==> config.mk <==
export PLATFORM = sky130hd
export DESIGN_NAME = fpu_dispatch
export DESIGN_NICKNAME = d
export VERILOG_FILES = /design/src/rtl/fp_pkg.sv /design/src/rtl/sync_fifo.sv /design/src/rtl/fpu_dispatch.sv
export SDC_FILE = /design/constraint.sdc
export NUM_CORES = 1
export LEC_CHECK = 0
export ABC_CLOCK_PERIOD_IN_PS = 5190
export CAP_MARGIN = 25
export CORE_AREA = 2 2 243 293
export CTS_BUF_LIST = sky130_fd_sc_hd__clkbuf_16
export DETAILED_ROUTE_END_ITERATION = 6
export DIE_AREA = 0 0 245 295
export PLACE_DENSITY = 0.64
export SLEW_MARGIN = 40
export SYNTH_ARGS = -nofsm -noshare
export SYNTH_HDL_FRONTEND = slang
export SYNTH_SLANG_ARGS = --single-unit
==> constraint.sdc <==
create_clock -name clk -period 5.19 [get_ports clk]
set_input_delay 1.038 -clock clk [delete_from_list [all_inputs] [get_ports clk]]
set_output_delay 1.038 -clock clk [all_outputs]
set_load 0.01 [all_outputs]
==> src/rtl/fp_pkg.sv <==
// Shared FP64 constants and the request/in-flight record layouts used by the
// dispatch stage and its FIFOs.
package fp_pkg;

    localparam int precision_LEN = 64;
    localparam int exp_LEN       = 11;
    localparam int frac_LEN      = 52;
    localparam int op_LEN        = 4;
    localparam int tag_LEN       = 4;

    typedef struct packed {
        logic [precision_LEN-1:0] a;
        logic [precision_LEN-1:0] b;
        logic [op_LEN-1:0]        op;
        logic [tag_LEN-1:0]       tag;
    } cmd_t;

    typedef struct packed {
        logic [op_LEN-1:0]  op;
        logic [tag_LEN-1:0] tag;
    } tag_ent_t;

endpackage

==> src/rtl/sync_fifo.sv <==
// Single-clock FIFO with an occupancy counter one bit wider than the pointers;
// the head reads as zero while empty.
module sync_fifo #(
    parameter int WIDTH = 8,
    parameter int DEPTH = 4
) (
    input  logic                       clk,
    input  logic                       srstn,
    input  logic                       push,
    input  logic [WIDTH-1:0]           wdata,
    input  logic                       pop,
    output logic [WIDTH-1:0]           rdata,
    output logic [$clog2(DEPTH+1)-1:0] count
);

    localparam int PW = $clog2(DEPTH);
    localparam int CW = $clog2(DEPTH+1);

    logic [WIDTH-1:0] mem [DEPTH];
    logic [PW-1:0]    wr_ptr;
    logic [PW-1:0]    rd_ptr;
    logic             full;
    logic             empty;
    logic             do_push;
    logic             do_pop;

    assign full    = (count == CW'(DEPTH));
    assign empty   = (count == '0);
    assign do_push = push && !full;
    assign do_pop  = pop && !empty;
    assign rdata   = empty ? '0 : mem[rd_ptr];

    // NOTE: state updates use non-blocking assignments so every register samples pre-edge values.
    always_ff @(posedge clk) begin
        if (!srstn) begin
            wr_ptr <= '0;
            rd_ptr <= '0;
            count  <= '0;
        end else begin
            if (do_push) wr_ptr <= wr_ptr + 1'b1;
            if (do_pop)  rd_ptr <= rd_ptr + 1'b1;
            case ({do_push, do_pop})
                2'b10:   count <= count + 1'b1;
                2'b01:   count <= count - 1'b1;
                default: count <= count;
            endcase
        end
    end

    // NOTE: storage is not reset; an empty FIFO masks its head, so stale words are never visible.
    always_ff @(posedge clk) begin
        if (do_push) mem[wr_ptr] <= wdata;
    end

endmodule

==> src/rtl/fpu_dispatch.sv <==
// Request stage in front of the FP64 controller: queues tagged requests, issues
// them in order and pairs each in-order result with the tag it was issued under.
module fpu_dispatch
    import fp_pkg::*;
#(
    parameter int CMD_DEPTH = 4,
    parameter int INFLIGHT  = 8
) (
    input  logic                          clk,
    input  logic                          srstn,
    input  logic                          req_valid,
    output logic                          req_ready,
    input  logic [precision_LEN-1:0]      req_a,
    input  logic [precision_LEN-1:0]      req_b,
    input  logic [op_LEN-1:0]             req_op,
    input  logic [tag_LEN-1:0]            req_tag,
    output logic [precision_LEN-1:0]      fpu_a,
    output logic [precision_LEN-1:0]      fpu_b,
    output logic [op_LEN-1:0]             fpu_op,
    output logic                          fpu_enable,
    input  logic                          fpu_busy,
    input  logic                          fpu_valid,
    input  logic [precision_LEN-1:0]      fpu_result,
    output logic                          rsp_valid,
    output logic [precision_LEN-1:0]      rsp_result,
    output logic [op_LEN-1:0]             rsp_op,
    output logic [tag_LEN-1:0]            rsp_tag,
    output logic [$clog2(INFLIGHT+1)-1:0] inflight_cnt,
    output logic                          err_orphan
);

    localparam int CMD_CW = $clog2(CMD_DEPTH+1);
    localparam int TAG_CW = $clog2(INFLIGHT+1);

    cmd_t               cmd_in;
    cmd_t               cmd_head;
    logic [CMD_CW-1:0]  cmd_count;
    logic               cmd_full;
    logic               cmd_empty;
    tag_ent_t           tag_in;
    tag_ent_t           tag_head;
    logic               tag_full;
    logic               tag_empty;
    logic               accept;
    logic               issue;
    logic               do_return;
    logic               orphan;

    assign cmd_full  = (cmd_count == CMD_CW'(CMD_DEPTH));
    assign cmd_empty = (cmd_count == '0);
    assign tag_full  = (inflight_cnt == TAG_CW'(INFLIGHT));
    assign tag_empty = (inflight_cnt == '0);

    // A full command FIFO refuses even when it pops this cycle.
    assign req_ready  = srstn && !cmd_full;
    assign accept     = req_valid && req_ready;
    assign fpu_enable = !cmd_empty && !tag_full;
    assign issue      = fpu_enable && !fpu_busy;
    assign do_return  = fpu_valid && !tag_empty;
    assign orphan     = fpu_valid && tag_empty;

    assign cmd_in = '{a: req_a, b: req_b, op: req_op, tag: req_tag};
    assign tag_in = '{op: cmd_head.op, tag: cmd_head.tag};

    assign fpu_a  = cmd_head.a;
    assign fpu_b  = cmd_head.b;
    assign fpu_op = cmd_head.op;

    sync_fifo #(
        .WIDTH ($bits(cmd_t)),
        .DEPTH (CMD_DEPTH)
    ) u_cmd_fifo (
        .clk   (clk),
        .srstn (srstn),
        .push  (accept),
        .wdata (cmd_in),
        .pop   (issue),
        .rdata (cmd_head),
        .count (cmd_count)
    );

    sync_fifo #(
        .WIDTH ($bits(tag_ent_t)),
        .DEPTH (INFLIGHT)
    ) u_tag_fifo (
        .clk   (clk),
        .srstn (srstn),
        .push  (issue),
        .wdata (tag_in),
        .pop   (do_return),
        .rdata (tag_head),
        .count (inflight_cnt)
    );

    always_ff @(posedge clk) begin
        if (!srstn) begin
            rsp_valid  <= 1'b0;
            rsp_result <= '0;
            rsp_op     <= '0;
            rsp_tag    <= '0;
            err_orphan <= 1'b0;
        end else begin
            rsp_valid <= do_return;
            if (do_return) begin
                rsp_result <= fpu_result;
                rsp_op     <= tag_head.op;
                rsp_tag    <= tag_head.tag;
            end
            if (orphan) err_orphan <= 1'b1;
        end
    end

endmodule

* Word-level counts from Yosys, hierarchy flattened
Memory sizes are Yosys's and may differ from the RTL's. A register that Yosys moved wholly into a read port is not among the register bits.
Cells that the tools add are included.
** Word-level totals
- Flip-flop bits (word level) :: 83
- Bits in writable memories :: 608
- Input bits :: 205
- Output and inout bits :: 212
- Logic and storage cells :: 54
- Memories kept :: 2
** Memory list
- u_cmd_fifo.mem :: depth 4, bits a word 136, read ports 1, clocked after memory_dff 1, write ports 1, RTL line sync_fifo.sv:19 : logic [WIDTH-1:0] mem [DEPTH];
- u_tag_fifo.mem :: depth 8, bits a word 8, read ports 1, clocked after memory_dff 1, write ports 1, RTL line sync_fifo.sv:19
** Cells by class
- $add $sub $neg :: 8
- Equal/unequal tests :: 6
- Mux-type cells :: 9
- Reductions and logical operators :: 20
** Operators by type and width (number)
- $mux 136 :: 1
- $logic_and 1x1->1 :: 10
- $add 3x1->3 const B :: 3
- $pmux 4 s2 :: 1
- $logic_not 1->1 :: 6
- $pmux 3 s2 :: 1
- $add 2x1->2 const B :: 2
- $add 4x1->4 const B :: 1
- $eq 2x1->1 const B :: 2
- $eq 2x2->1 const B :: 2
- $eq 4x4->1 const B :: 1
- $logic_not 4->1 :: 1
- $mux 1 :: 4
- $mux 2 :: 2
- $reduce_bool 2->1 :: 2
- $sub 4x1->4 const B :: 1
- $eq 3x3->1 const B :: 1
- $logic_not 3->1 :: 1
- $sub 3x1->3 const B :: 1

* Logic depth before layout (Yosys ltp)
- Word-level depth :: 7
- Mapped depth :: 12
- Mapped depth without buffers :: 10

* Hierarchy
Synthesis repeated with hierarchy kept, for this count alone.
** Unflattened totals
- Cells, all modules :: 1424
- Area total of the unflattened synthesis :: 26853.3 µm²
** By module, submodules not included
- sync_fifo (u_cmd_fifo) :: times used 1, cells each 914, area each 20956.3 µm², sequential area each 16515.8 µm²
- sync_fifo (u_tag_fifo) :: times used 1, cells each 176, area each 3135.5 µm², sequential area each 2182.1 µm²
- fpu_dispatch :: times used 1, cells each 334, area each 2761.4 µm², sequential area each 1481.4 µm²

* Worst setup path after synthesis
Ideal clock, no wire load.
- Path kind :: input-to-reg
- Start :: input port srstn
- End :: memory u_cmd_fifo.mem[0][0] in the netlist's numbering (enable)
- Setup time :: 0.512 ns
- Arrival time :: 4.469 ns
- Required time :: 4.678 ns
- Path slack :: 0.209 ns
- Cell stages on the path :: 2
- Buffers on the path :: 0
- Cells stage by stage :: o311a_1 -> and2_1
** On the way
- Cells in the longest elaborated chain, start to end :: 5
** Ends and longest elaborated chain
- from (decl) :: RTL line fpu_dispatch.sv:10 : input logic srstn,
- $logic_and 1x1->1 :: RTL line fpu_dispatch.sv:55 : assign req_ready = srstn && !cmd_full;
- $logic_and 1x1->1 :: RTL line fpu_dispatch.sv:56 : assign accept = req_valid && req_ready;
- $logic_and 1x1->1 :: RTL line sync_fifo.sv:29 : assign do_push = push && !full;
- $mux 1 :: RTL line sync_fifo.sv:52 : if (do_push) mem[wr_ptr] <= wdata;
- $mux 1 (not written as such) :: RTL line sync_fifo.sv:52
- to (decl) :: RTL line sync_fifo.sv:19
Every way passes these cells.

==> impl_metrics.env <==
export IMPL_synth_flop_cell="sky130_fd_sc_hd__edfxtp_1"
export IMPL_starting_density_of_the_core=0.3959
export IMPL_timing_setup_tns_ns=0
export IMPL_post_dp_cell_area_sq_um=31790
export IMPL_grt_pass1_vias=14420
export IMPL_std_cell_rows=106
export IMPL_run_status="complete, no violations"
export IMPL_p_leak_nw=10.74
export IMPL_final_nets=2045
export IMPL_comb_power_share=0.306
export IMPL_cts_resized=0
export IMPL_drtAntennaViolNets=0
export IMPL_layout_worst_path_cycle_share=0.7909
export IMPL_post_synth_edffs=608
export IMPL_worstSetupEndpointType="primary output"
export IMPL_grt_pass1_wl_um=87490
export IMPL_avgRoutedWirePerCell_um=20.96
export IMPL_max_freq_ghz=0.2436
export IMPL_detailed_place_hpwl_um=35800
export IMPL_sw_ratio=0.2882
export IMPL_synth_async_reset_ratio=0
export IMPL_syn_instance_count=1522
export IMPL_rsz0062_at_grt="no"
export IMPL_cts_tree="yes"
export IMPL_vdd_ir_drop_worst_mv=0.3185
export IMPL_timing_max_slew_rel_slack=0.4903
export IMPL_post_route_cells_drive_above_1_share=0.1565
export IMPL_tritoncts_num_sinks=701
export IMPL_worst_setup_hold_path_clk_slew_ns=0.06
export IMPL_postRouteWirelength_um=58720
export IMPL_floorplan_io_pins=417
export IMPL_finalMaxSlewViolations=0
export IMPL_syn_mean_instance_area_sq_um=18.04
export IMPL_dieHeight_um=295
export IMPL_min_delay_path_depth=2
export IMPL_post_synth_top_area_cell="sky130_fd_sc_hd__edfxtp_1"
export IMPL_drc_errors=0
export IMPL_required_ns=4.15
export IMPL_grt_start_max_net_pins=81
export IMPL_design_area_sq_um=34030
export IMPL_critical_path_at_ns=3.07
export IMPL_min_period_ns=4.105
export IMPL_die_width_um=245
export IMPL_worst_r2r_path_depth=10
export IMPL_cts_hold_repair_buffers=0
export IMPL_synth_ff_latch_count=701
export IMPL_critPathLaunchType="flip-flop"
export IMPL_power_internal_mw=12.01
export IMPL_grt_ovfl_total=0
export IMPL_yosys_top_cells_area="sky130_fd_sc_hd__edfxtp_1 (66%), sky130_fd_sc_hd__mux4_2 (12%), sky130_fd_sc_hd__dfxtp_1 (6.8%)"
export IMPL_clk_root_buffer_cell="sky130_fd_sc_hd__clkbuf_16"
export IMPL_synth_seq_area_share=0.7326
export IMPL_htree_levels=3
export IMPL_mappedNetlistNets=1738
export IMPL_clk_latency_ns=0.62
export IMPL_floorplan_core_area_sq_um=69360
export IMPL_final_hold_violation_count=0
export IMPL_power_dens_cells_nw_per_um2=495.6
export IMPL_cts_max_path_buffers=3
export IMPL_firstDrtPassIters=4
export IMPL_synth_top_cells_by_count="sky130_fd_sc_hd__edfxtp_1 (608), sky130_fd_sc_hd__mux4_2 (152), sky130_fd_sc_hd__buf_4 (143)"
export IMPL_pwr_share_seq=0.405
export IMPL_hp_class="flip-flop to flip-flop"
export IMPL_worst_setup_path_type="flip-flop to primary output"
export IMPL_antenna_found_initial=9
export IMPL_die_area_sq_um=72280
export IMPL_layout_area_overhead_vs_synth_pct=23.93
export IMPL_worstMarginPinSlew_ns=0.7645
export IMPL_crit_path_max_fanout=30
export IMPL_pwr_share_clk=0.288
export IMPL_netlist_area_sq_um=27460
export IMPL_routed_via_density=4.904
export IMPL_num_vias=13740
export IMPL_synth_top_area_frac=0.6648
export IMPL_finalSetupViolCount=0
export IMPL_yosysMostFrequentCell="sky130_fd_sc_hd__edfxtp_1"
export IMPL_grt_total_usage=0.1603
export IMPL_synth_distinct_cells=39
export IMPL_post_cts_setup_buffers=0
export IMPL_buffer_ports_inserted=416
export IMPL_cts_inserted_buffers=72
export IMPL_gp_congestion=0.7739
export IMPL_synth_warning_count=0
export IMPL_power_total_mw=16.87
export IMPL_timing_clock_skew_ns=0.02526
export IMPL_netSwitchingPower_mw=4.862
export IMPL_drv_cap=0
export IMPL_drt_iter0_markers=642
[cell usage in the layout, fill, tap and decap left out, types with 8 or more instances in the layout]
| cell | instances |
|---|---|
| sky130_fd_sc_hd__o21ai_0 | 12 |
| sky130_fd_sc_hd__dfxtp_1 | 90 |
| sky130_fd_sc_hd__nand2_1 | 138 |
| sky130_fd_sc_hd__edfxtp_1 | 608 |
| sky130_fd_sc_hd__inv_1 | 32 |
| sky130_fd_sc_hd__nor2_1 | 25 |
| sky130_fd_sc_hd__buf_4 | 14 |
| sky130_fd_sc_hd__a21oi_1 | 44 |
| sky130_fd_sc_hd__a21boi_0 | 27 |
| sky130_fd_sc_hd__nor2b_1 | 137 |
| sky130_fd_sc_hd__o22ai_1 | 8 |
| sky130_fd_sc_hd__buf_12 | 11 |
| sky130_fd_sc_hd__clkbuf_16 | 72 |
| sky130_fd_sc_hd__ha_1 | 10 |
| sky130_fd_sc_hd__clkdlybuf4s50_1 | 416 |
| sky130_fd_sc_hd__mux4_2 | 152 |
[final cells by class]
cell class                      count  area (sq um)
Fill cell                        5715         35330
Sequential cell                   701         20130
Multi-Input combinational cell    601          5978
Timing Repair Buffer              442          4501
Clock buffer                       72          1802
Tap cell                          918          1149
Clock inverter                     52         424.2
Inverter                           11         41.29
Antenna cell                        4         10.01
[metal layers]
layer / wire (um) / GRT usage
met3: 4014 / 0.04675
met5: 53 / 0
met4: 907 / 0.04610
met1: 23560 / 0.1963
met2: 30190 / 0.2761
[state kept, by name, indices dropped and copies added, names as in the netlist, named ones only]
name,cells
rsp_result,64
u_tag_fifo.count,4
u_tag_fifo.wr_ptr,3
u_cmd_fifo.mem,544
u_cmd_fifo.count,3
u_tag_fifo.mem,64
rsp_tag,4
err_orphan,1
u_cmd_fifo.wr_ptr,2
rsp_valid,1
u_cmd_fifo.rd_ptr,2
u_tag_fifo.rd_ptr,3
rsp_op,4
[worst paths after layout]
| kind | end | slack (ns) | startpoint |
|---|---|---|---|
| max | fpu_op[0] | 1.08 | flip-flop |
| min | rsp_result[17] | 0.45 | rsp_result[17] |
| max reg2reg | u_tag_fifo.count[2] | 2.47 | u_tag_fifo.count[1] |
| min reg2reg | rsp_result[17] | 0.45 | rsp_result[17] |
[power groups by stage]
stage	Sequential [mW]	Combinational (mW)	Clock, mW
3_3_place_gp	6.93	5.26	0
4_1_cts	6.84	5.32	5.02
3_5_place_dp	6.96	5.29	0
2_1_floorplan	6.98	3.50	0
6_report	6.84	5.17	4.86
5_1_grt	6.88	5.59	5.22
[critical path, cell delays in order (launching register included)]
cell and delay (ns):
sky130_fd_sc_hd__dfxtp_4 0.42, sky130_fd_sc_hd__buf_4 0.53, sky130_fd_sc_hd__mux4_2 0.32, sky130_fd_sc_hd__nor2b_1 0.47, sky130_fd_sc_hd__clkdlybuf4s50_1 0.70
[stage by stage]
stage | util | setup slack, ns | hold WS (ns) | cells
final | 0.4906 | 1.085 | 0.4521 | 2801
after global routing | 0.4906 | 0.8165 | 0.4725 | 2799
after CTS | 0.4904 | 0.9285 | 0.4543 | 2797
after detailed placement | 0.4583 | 1.598 | 0.4464 | 2673
after global placement | 0.4581 | 1.593 | 0.4410 | 2673
after floorplan | - | 0.2089 | 0.4690 | 1522
[logic make-up (layout without fill, tap and decap cells)]
family / Yosys count / count (layout) / share of synthesized area
compound gates: 101 / 101 / 0.02346
xor+xnor: 10 / 10 / 0.003189
fa+ha+maj: 11 / 11 / 0.005285
buf+inv: 220 / 577 / 0.05080
flops: 701 / 701 / 0.7326
mux: 154 / 154 / 0.1254
other cells: 0 / 4 / 0
simple gates: 325 / 325 / 0.05923
Power figures use the tool's default switching activity.
